<file path="src/rtl/sum_mult_arbiter_pkg.sv">
// Shared constants and helpers for the sum-product arbiter slice.
// Defaults match the standard four-requester, 3-bit-operand configuration.
package sum_mult_arbiter_pkg;
  localparam int DEF_NUM_REQ = 4;
  localparam int DEF_DATA_W  = 3;
  localparam int SUM_W       = DEF_DATA_W + 1;
  localparam int PROD_W      = 2 * SUM_W;
  localparam int PTR_W       = $clog2(DEF_NUM_REQ);

  typedef logic [PTR_W-1:0] ptr_t;

  // Position of the k-th candidate in a round-robin scan that starts at base.
  function automatic int rr_index(input int base, input int offset, input int n);
    return (base + offset) % n;
  endfunction
endpackage

</file>
<file path="src/rtl/sum_mult_arbiter_if.sv">
// Request/response bundle between the requesting units and the shared datapath.
// Handshake: a transfer happens on a rising edge where valid && ready; the
// initiator keeps valid and its payload stable until that edge, and ready may
// depend combinationally on valid.
interface sum_mult_arbiter_if #(
  parameter int NUM_REQ = 4,
  parameter int DATA_W  = 3,
  parameter int ID_W    = $clog2(NUM_REQ)
);
  logic [NUM_REQ-1:0]        req_valid;
  logic [NUM_REQ-1:0]        req_ready;
  logic [NUM_REQ*DATA_W-1:0] req_a;
  logic [NUM_REQ*DATA_W-1:0] req_b;
  logic [NUM_REQ*DATA_W-1:0] req_c;
  logic [NUM_REQ*DATA_W-1:0] req_d;
  logic                      rsp_valid;
  logic                      rsp_ready;
  logic [ID_W-1:0]           rsp_id;
  logic [2*DATA_W+1:0]       rsp_y;

  modport master (
    output req_valid, req_a, req_b, req_c, req_d, rsp_ready,
    input  req_ready, rsp_valid, rsp_id, rsp_y
  );

  modport slave (
    input  req_valid, req_a, req_b, req_c, req_d, rsp_ready,
    output req_ready, rsp_valid, rsp_id, rsp_y
  );
endinterface

</file>
<file path="src/rtl/sum_mult_arbiter_stage.sv">
// Two-register (a+b)*(c+d) datapath: stage 1 holds the sums, stage 2 the product.
// Both stages move only when en is high; the id tag travels with the data.
module sum_mult_stage
  import sum_mult_arbiter_pkg::*;
#(
  parameter int DATA_W = DEF_DATA_W,
  parameter int ID_W   = PTR_W
) (
  input  logic                clock,
  input  logic                reset,
  input  logic                en,
  input  logic                in_valid,
  input  logic [ID_W-1:0]     in_id,
  input  logic [DATA_W-1:0]   in_a,
  input  logic [DATA_W-1:0]   in_b,
  input  logic [DATA_W-1:0]   in_c,
  input  logic [DATA_W-1:0]   in_d,
  output logic                s1_valid,
  output logic                out_valid,
  output logic [ID_W-1:0]     out_id,
  output logic [2*DATA_W+1:0] out_y
);
  localparam int SW = DATA_W + 1;
  localparam int PW = 2 * SW;

  logic [SW-1:0]   sum0;
  logic [SW-1:0]   sum1;
  logic [ID_W-1:0] s1_id;

  always_ff @(posedge clock) begin
    if (reset) begin
      s1_valid  <= 1'b0;
      sum0      <= '0;
      sum1      <= '0;
      s1_id     <= '0;
      out_valid <= 1'b0;
      out_id    <= '0;
      out_y     <= '0;
    end else if (en) begin
      s1_valid  <= in_valid;
      out_valid <= s1_valid;
      if (in_valid) begin
        sum0  <= SW'(in_a) + SW'(in_b);
        sum1  <= SW'(in_c) + SW'(in_d);
        s1_id <= in_id;
      end
      // Result registers keep the last delivered value once valid drops.
      if (s1_valid) begin
        out_y  <= PW'(sum0) * PW'(sum1);
        out_id <= s1_id;
      end
    end
  end
endmodule

</file>
<file path="src/rtl/sum_mult_arbiter.sv">
// Round-robin front end sharing one sum-product pipeline among NUM_REQ requesters.
// Results return tagged with the requester index on a single backpressured port.
module sum_mult_arbiter
  import sum_mult_arbiter_pkg::*;
#(
  parameter int NUM_REQ = DEF_NUM_REQ,
  parameter int DATA_W  = DEF_DATA_W,
  parameter int ID_W    = $clog2(NUM_REQ)
) (
  input  logic            clock,
  input  logic            reset,
  sum_mult_arbiter_if.slave bus,
  output logic            busy,
  output logic [ID_W-1:0] dbg_ptr
);
  logic [ID_W-1:0]    ptr;
  logic [ID_W-1:0]    gid;
  logic [ID_W-1:0]    idx;
  logic [NUM_REQ-1:0] grant;
  logic               found;
  logic               adv;
  logic               accept;
  logic               s1_valid;

  logic [DATA_W-1:0] a_arr [NUM_REQ];
  logic [DATA_W-1:0] b_arr [NUM_REQ];
  logic [DATA_W-1:0] c_arr [NUM_REQ];
  logic [DATA_W-1:0] d_arr [NUM_REQ];

  for (genvar g = 0; g < NUM_REQ; g++) begin : g_unpack
    assign a_arr[g] = bus.req_a[g*DATA_W +: DATA_W];
    assign b_arr[g] = bus.req_b[g*DATA_W +: DATA_W];
    assign c_arr[g] = bus.req_c[g*DATA_W +: DATA_W];
    assign d_arr[g] = bus.req_d[g*DATA_W +: DATA_W];
  end

  // The whole pipeline moves together; a stalled result freezes everything.
  assign adv = !bus.rsp_valid || bus.rsp_ready;

  always_comb begin
    grant = '0;
    gid   = '0;
    idx   = '0;
    found = 1'b0;
    for (int k = 0; k < NUM_REQ; k++) begin
      idx = ID_W'(rr_index(int'(ptr), k, NUM_REQ));
      if (!found && bus.req_valid[idx]) begin
        found      = 1'b1;
        grant[idx] = 1'b1;
        gid        = idx;
      end
    end
  end

  assign bus.req_ready = (adv && !reset) ? grant : '0;
  assign accept        = |bus.req_ready;

  always_ff @(posedge clock) begin
    if (reset) begin
      ptr <= '0;
    end else if (accept) begin
      ptr <= (int'(gid) == NUM_REQ - 1) ? '0 : gid + 1'b1;
    end
  end

  sum_mult_stage #(
    .DATA_W (DATA_W),
    .ID_W   (ID_W)
  ) u_stage (
    .clock     (clock),
    .reset     (reset),
    .en        (adv),
    .in_valid  (accept),
    .in_id     (gid),
    .in_a      (a_arr[gid]),
    .in_b      (b_arr[gid]),
    .in_c      (c_arr[gid]),
    .in_d      (d_arr[gid]),
    .s1_valid  (s1_valid),
    .out_valid (bus.rsp_valid),
    .out_id    (bus.rsp_id),
    .out_y     (bus.rsp_y)
  );

  assign busy    = s1_valid || bus.rsp_valid;
  assign dbg_ptr = ptr;
endmodule

</file>
<file path="src/flat_wrapper.sv">
// flat-port wrapper written by rule: the top's interface ports become plain ports
module sum_mult_arbiter_flat import sum_mult_arbiter_pkg::*;
#(
  parameter int NUM_REQ = DEF_NUM_REQ,
  parameter int DATA_W  = DEF_DATA_W,
  parameter int ID_W    = $clog2(NUM_REQ)
)
  (clock, reset, busy, dbg_ptr, bus_req_valid, bus_req_a, bus_req_b, bus_req_c, bus_req_d, bus_rsp_ready, bus_req_ready, bus_rsp_valid, bus_rsp_id, bus_rsp_y);
  sum_mult_arbiter_if #(.NUM_REQ(NUM_REQ), .DATA_W(DATA_W), .ID_W(ID_W)) bus_i ();
  input  logic clock;
  input  logic reset;
  output logic busy;
  output logic [ID_W-1:0] dbg_ptr;
  input wire logic [$bits(bus_i.req_valid)-1:0] bus_req_valid;
  input wire logic [$bits(bus_i.req_a)-1:0] bus_req_a;
  input wire logic [$bits(bus_i.req_b)-1:0] bus_req_b;
  input wire logic [$bits(bus_i.req_c)-1:0] bus_req_c;
  input wire logic [$bits(bus_i.req_d)-1:0] bus_req_d;
  input wire logic [$bits(bus_i.rsp_ready)-1:0] bus_rsp_ready;
  output wire logic [$bits(bus_i.req_ready)-1:0] bus_req_ready;
  output wire logic [$bits(bus_i.rsp_valid)-1:0] bus_rsp_valid;
  output wire logic [$bits(bus_i.rsp_id)-1:0] bus_rsp_id;
  output wire logic [$bits(bus_i.rsp_y)-1:0] bus_rsp_y;
  assign bus_i.req_valid = bus_req_valid;
  assign bus_i.req_a = bus_req_a;
  assign bus_i.req_b = bus_req_b;
  assign bus_i.req_c = bus_req_c;
  assign bus_i.req_d = bus_req_d;
  assign bus_i.rsp_ready = bus_rsp_ready;
  assign bus_req_ready = bus_i.req_ready;
  assign bus_rsp_valid = bus_i.rsp_valid;
  assign bus_rsp_id = bus_i.rsp_id;
  assign bus_rsp_y = bus_i.rsp_y;
  sum_mult_arbiter #(.NUM_REQ(NUM_REQ), .DATA_W(DATA_W), .ID_W(ID_W)) u_core (.clock(clock), .reset(reset), .bus(bus_i), .busy(busy), .dbg_ptr(dbg_ptr));
endmodule
</file>
<file path="config.mk">
export PLATFORM = sky130hd
export DESIGN_NAME = sum_mult_arbiter_flat
export DESIGN_NICKNAME = d
export VERILOG_FILES = /design/src/rtl/sum_mult_arbiter_pkg.sv /design/src/rtl/sum_mult_arbiter_if.sv /design/src/rtl/sum_mult_arbiter_stage.sv /design/src/rtl/sum_mult_arbiter.sv /design/src/flat_wrapper.sv
export SDC_FILE = /design/constraint.sdc
export NUM_CORES = 1
export LEC_CHECK = 0
export CORE_ASPECT_RATIO = 0.8
export CORE_UTILIZATION = 45
export CTS_CLUSTER_SIZE = 16
export DETAILED_ROUTE_END_ITERATION = 7
export PLACE_DENSITY = 0.81
export SLEW_MARGIN = 40
export SYNTH_ARGS = -nofsm -noshare
export SYNTH_HDL_FRONTEND = slang
export SYNTH_SLANG_ARGS = --single-unit
</file>
<file path="constraint.sdc">
create_clock -name clock -period 5.2 [get_ports clock]
set_input_delay 1.04 -clock clock [delete_from_list [all_inputs] [get_ports clock]]
set_output_delay 1.04 -clock clock [all_outputs]
set_load 0.01 [all_outputs]
</file>
## Word level (Yosys, flattened, before mapping)

Index checks and enable logic that the tools add are counted.

- Bits in registers: 24
- Input bits: 55
- Logic and storage cells: 88

- Add/subtract/negate cells: 6
- Multiply operators: 1
- $lt $le $gt $ge: 9
- Equality and inequality tests: 1
- Mux-type cells: 41
- Bitwise gates (word level): 4
- Reductions and logical operators: 18

Operator list:

| operator | count |
|---|---|
| 3-bit binary-select mux with 2-bit select | 4 |
| 3-bit two-way mux | 8 |
| 4-bit two-way mux | 5 |
| 2-bit by 3-bit < comparator with 1-bit output (second input constant) | 4 |
| 4-bit OR | 3 |
| 1-bit two-way mux | 11 |
| 2-bit two-way mux | 5 |
| 3-bit by 3-bit adder with 4-bit output | 2 |
| 1-bit binary-select mux with 2-bit select | 4 |
| 1-bit demux with 2-bit select | 4 |
| 2-bit by 1-bit >= comparator with 1-bit output (second input constant) | 4 |
| 1-bit logical AND | 8 |
| 4-bit by 4-bit multiplier with 8-bit output | 1 |
| 1-bit zero test | 5 |
| 2-bit by 1-bit adder with 2-bit output (second input constant) | 2 |
| 2-bit adder (second input constant) | 2 |
| 2-bit AND reduction | 2 |
| 4-bit OR reduction | 1 |
| 3-bit >= comparator (second input constant) | 1 |
| 2-bit NOT with 3-bit output | 1 |
| 2-bit by 1-bit equality test with 1-bit output (second input constant) | 1 |
| 1-bit logical OR | 2 |

## Depth between registers and ports, before layout

- Word-level depth: 17
- Depth in mapped cells: 18
- Mapped depth without buffers: 15

## Modules after synthesis

A second synthesis with hierarchy kept.

- Cells, all modules: 263
- Area total of the unflattened synthesis: 2,427.3 um^2

By module, submodules not included:

| module | times used | cells an instance | area each (um^2) | sequential area each (um^2) |
|---|---|---|---|---|
| sum_mult_stage | 1 | 157 | 1,381.3 | 440.4 |
| sum_mult_arbiter | 1 | 106 | 1,046.0 | 40.0 |

## Worst setup path before layout

OpenSTA, ideal clock, no wires.

- Kind: register to register
- Start point: register u_core.ptr[0] (netlist: u_core.dbg_ptr[0])
- End point: register u_core.u_stage.sum0[2]
- Library setup time: 0.128 ns
- Data arrival time: 3.607 ns
- Required time: 5.072 ns
- Path slack: 1.466 ns
- Stages on the path, launching flop included: 18
- Buffers on the path: 3
- Period minus slack after synthesis: 3.734 ns
- Path through: dfxtp_1 > buf_6 > clkbuf_8 > inv_1 > ha_1 > nand2b_1 > a221oi_1 > nor3_1 > a311oi_4 > clkbuf_1 > a211oi_1 > a21oi_1 > ha_1 > inv_1 > fa_1 > xnor2_1 > mux2i_1 > nor2_1

- Word-level cells in the longest chain between the ends: 17

RTL lines:

| item | RTL line | text |
|---|---|---|
| from (decl) | sum_mult_arbiter.sv:16 | `logic [ID_W-1:0] ptr;` |
| from (signal assigned) | sum_mult_arbiter.sv:62 | `ptr <= (int'(gid) == NUM_REQ - 1) ? '0 : gid + 1'b1;` |
| parallel branches: the longest is 17 deep, another holds 2-bit by 1-bit adder with 2-bit output | - |  |
| to (signal assigned) | sum_mult_arbiter_stage.sv:43 | `sum0 <= SW'(in_a) + SW'(in_b);` |
| to (decl) | sum_mult_arbiter_stage.sv:26 | `logic [SW-1:0] sum0;` |

Parallel ways; which one is timed is not known. The select of a mux whose other input is x is not followed.
A chain may end at the register's enable or synchronous reset.

## Worst setup path after layout

- Start point: input bus_req_valid[2]
- End point: output bus_req_ready[0]

- Word-level cells in the longest chain between the ends: 13

RTL lines:

| item | RTL line | text |
|---|---|---|
| from (decl) | flat_wrapper.sv:14 | `input wire logic [$bits(bus_i.req_valid)-1:0] bus_req_valid;` |
| 1-bit binary-select mux with 2-bit select | sum_mult_arbiter.sv:47 | `if (!found && bus.req_valid[idx]) begin` |
| 1-bit two-way mux (implied by the code) | sum_mult_arbiter.sv:47 |  |
| 1-bit two-way mux | sum_mult_arbiter.sv:47 |  |
| 1-bit zero test | sum_mult_arbiter.sv:47 |  |
| 1-bit logical AND | sum_mult_arbiter.sv:47 |  |
| 1-bit two-way mux | sum_mult_arbiter.sv:47 |  |
| 1-bit zero test | sum_mult_arbiter.sv:47 |  |
| 1-bit logical AND | sum_mult_arbiter.sv:47 |  |
| 1-bit two-way mux | sum_mult_arbiter.sv:47 |  |
| 1-bit zero test | sum_mult_arbiter.sv:47 |  |
| 1-bit logical AND | sum_mult_arbiter.sv:47 |  |
| 4-bit two-way mux * | sum_mult_arbiter.sv:47 |  |
| 4-bit two-way mux * | sum_mult_arbiter.sv:55 | `assign bus.req_ready = (adv && !reset) ? grant : '0;` |
| to (decl) | flat_wrapper.sv:20 | `output wire logic [$bits(bus_i.req_ready)-1:0] bus_req_ready;` |

Mark *: on every way between the ends. The rest lies on a longest branch, timed or not. The select of a mux whose other input is x is not followed.

==> impl_metrics.yaml <==
sta:
  slew_viol_final: 0
  hold_viol: 0
  fin_crit_sh: 0.881
  rsz0062_at_grt: "no"
  fmax_mhz: 218
  tightest_slew_ns: 0.585
  fin_worst_skew_ns: 0.00244
  slew_headroom: 0.610
  min_period_ns: 4.58
  fin_tns_setup_ns: 0
  setup_viol: 0
drt:
  drt_iter0_markers: 79
  met2_wirelength_mm: 2.83
  drtAntennaViolNets: 0
  top_layer_used: "met4"
  wl_per_cell_um: 13.3
  drc: 2
  drt_wl_total_mm: 5.90
  routed-wl-met3_um: 293
  vias: 2391
  firstDrtPassIters: 6
  drt-met1-wl_mm: 2.73
  viasPerCell: 5.40
pwr:
  power.leakage_nw: 1.38
  vdd.ir_drop.worst_v: 0.000271
  internal-power_mw: 0.893
  swShare: 0.461
  switching_power_mw: 0.763
  pwr-share-comb: 0.730
  p_per_area_mw_per_mm2: 496
  clockPowerShare: 0.099
  p_seq_frac: 0.171
floorplanning:
  io_pins: 73
  start_util: 0.466
  die_y_um: 69.1
  core_sq_mm: 0.00544
  dieWidth_um: 85.9
  dieArea_sq_mm: 0.00593
  rows: 24
synth:
  yosys.area.top_type: "dfxtp_1"
  ys.flop_type: "dfxtp_1"
  ys_seq_area_frac: 0.190
  syn_inst: 303
  yosysWarnings: 0
  synth_cell_types: 51
  ys_ff_latch: 24
  netlist.area_leader.share: 0.190
  synth_edf_count: 0
  syn_area_sq_mm: 0.00253
  synthArstFlopShare: 0
  avgSynthCellArea_sq_um: 8.35
  synth.area.top_cells: "dfxtp_1 (19%), ha_1 (12%), mux2i_1 (8.3%), a21oi_1 (6.1%), fa_1 (4.7%)"
  syn_nets: 389
run_status:
  failed_checks: "design-rule violations"
  status: "finished, violations left"
critical_path:
  worstReg2RegEnd: "u_core.u_stage.sum1[3]"
  worstPathMaxFanout: 12
  reg2reg_from: "u_core.dbg_ptr[1]"
  r2r.worst_path.cells: 14
  slowest_stage: "mux4_2"
  critPathArrivalTime_ns: 3.54
  cp_cell_sequence: "clkdlybuf4s50_1 -> mux4_2 -> a2111o_1 -> nand3_2 -> o21ai_0 -> a21oi_1 -> clkdlybuf4s50_1"
  critical_path_required_ns: 4.16
  worst-setup-path-type: "in -> out"
  critPathTopFamily: "buffers and inverters"
  crit_top_cell: "clkdlybuf4s50_1"
  critical_path_buf_inv_count: 2
  critPathMaxStageDelay_ns: 0.62
  r2r_slack_ns: 1.15
  cp.depth: 7
  worstSetupStartpointType: "primary input"
  end_kind: "primary output"
global_route:
  grt_overflow: 0
  antenna_found_initial: 0
  track_usage: 0.202
  grt_first_pass_wirelength_mm: 9.96
  grt_max_degree: 35
  grt_pass1_vias: 2239
cts:
  clock_latency_ns: 0.27
  cts_root_buffer: "clkbuf_8"
  h-tree-depth: 1
  post-cts-setup-buffer-count: 0
  cts_tree: "yes"
  cts.path.max_buffers: 2
  cts_resized: 0
  cts_sinks: 24
  cts_made_buffers: 3
  hold_buffers: 0
  clkTransAtPathRegs_ns: 0.09
placed_design:
  gp_congestion: 0.864
  dp_hpwl_mm: 4.43
  dpl-instance-area_sq_mm: 0.00327
  port_buffers: 72
worst_hold_path:
  hp-class: "reg -> reg"
  holdPathStages: 2
  hold_start: "u_core.u_stage.out_y[7]"
  hold_end: "u_core.u_stage.out_y[7]"
run:
  cap_violations: 0
layout:
  area_growth_pct: 31.9
  drive_gt1_frac: 0.0767
  n_antenna_cell: 0
  nets: 452
  fin_area_sq_mm: 0.00334
## power groups by stage
stage | Sequential [mW] | Clock, mW | Combinational, mW
3_3_place_gp | 0.282 | 0 | 1.18
3_5_place_dp | 0.284 | 0 | 1.20
6_report | 0.283 | 0.165 | 1.21
4_1_cts | 0.282 | 0.167 | 1.21
5_1_grt | 0.292 | 0.175 | 1.35
2_1_floorplan | 0.269 | 0 | 0.948
## cell usage in the layout, fill, tap and decap left out, types with 5 or more instances in the layout
cell type / synthesis / routed
a211oi_1: 12 / 12
a21oi_1: 31 / 31
and2_1: 11 / 11
buf_4: 1 / 5
clkdlybuf4s50_1: 0 / 72
dfxtp_1: 24 / 24
fa_1: 6 / 6
ha_1: 25 / 25
inv_1: 14 / 14
mux2i_1: 21 / 21
nand2_1: 31 / 31
nand3_1: 9 / 9
nor2_1: 21 / 21
nor2b_1: 13 / 13
o21ai_0: 5 / 5
xnor2_1: 5 / 5
## synthesized netlist by cell type (all sizes together), types with 3 or more instances
cell type,number
nand2,31
buf,7
a31oi,5
a21oi,31
o21ai,5
a211oi,16
ha,25
and2,11
nor3,4
mux2,3
a21o,3
dfxtp,24
nor2b,13
inv,14
xnor2,5
fa,6
clkbuf,12
nor2,24
nand3,10
mux2i,22
nand2b,4
nand3b,3
## metrics by stage
step	power [mW]	util	instances	setup slack [ns]	hold slack, ns
after floorplan	1.22	-	303	1.47	0.443
after global placement	1.46	0.601	439	0.685	0.442
after detailed placement	1.49	0.601	439	0.636	0.446
after CTS	1.66	0.614	443	0.621	0.458
after global routing	1.82	0.614	443	0.479	0.472
final	1.66	0.614	443	0.617	0.457
## tightest hold or removal path: cells and delay by family (launching register included)
family	cells	cell delay (ns)
AND/OR/NAND/NOR	1	0.05
flip-flops	1	0.32
AO/OA/AOI/OAI	1	0.05
## final cells by class
type	count	area [sq um]
flip-flops and latches	24	480
repair buffers	77	758
multi-input cells	246	1880
well taps	78	97.6
clock inverters	1	30.0
clock buffers	3	41.3
inverters	14	52.6
fillers	475	2100
## logic make-up (layout without fill, tap and decap cells)
| group | after synthesis | count (layout) | share of synthesized area |
|---|---|---|---|
| simple gates | 109 | 109 | 0.219 |
| mux | 27 | 27 | 0.125 |
| fa+ha+maj | 31 | 31 | 0.171 |
| flops | 24 | 24 | 0.190 |
| xor+xnor | 7 | 7 | 0.0242 |
| buf+inv | 33 | 95 | 0.0702 |
| compound gates | 72 | 72 | 0.201 |
## state kept, by name (all words and copies together) (netlist names)
| name | count |
|---|---|
| u_core.dbg_ptr | 2 |
| u_core.u_stage.out_id | 2 |
| u_core.u_stage.out_valid | 1 |
| u_core.u_stage.out_y | 8 |
| u_core.u_stage.s1_id | 2 |
| u_core.u_stage.s1_valid | 1 |
| u_core.u_stage.sum0 | 4 |
| u_core.u_stage.sum1 | 4 |
## metal layers
layer	GRT usage	vias up
met5	0	-
li1	-	1201
met1	0.256	1116
met3	0.0323	4
met4	0.0407	0
met2	0.361	70
## worst max-delay path by stage
stage,from,endpoint,slack [ns]
5_1_grt,bus_req_valid[2],bus_req_ready[0],0.48
4_1_cts,bus_req_valid[2],bus_req_ready[0],0.62
6_report,bus_req_valid[2],bus_req_ready[0],0.62
2_1_floorplan,u_core.dbg_ptr[0],u_core.u_stage.sum0[2],1.47
3_3_place_gp,bus_req_valid[2],bus_req_ready[0],0.69
3_5_place_dp,bus_req_valid[2],bus_req_ready[0],0.64
Power figures use the tool's default switching activity.
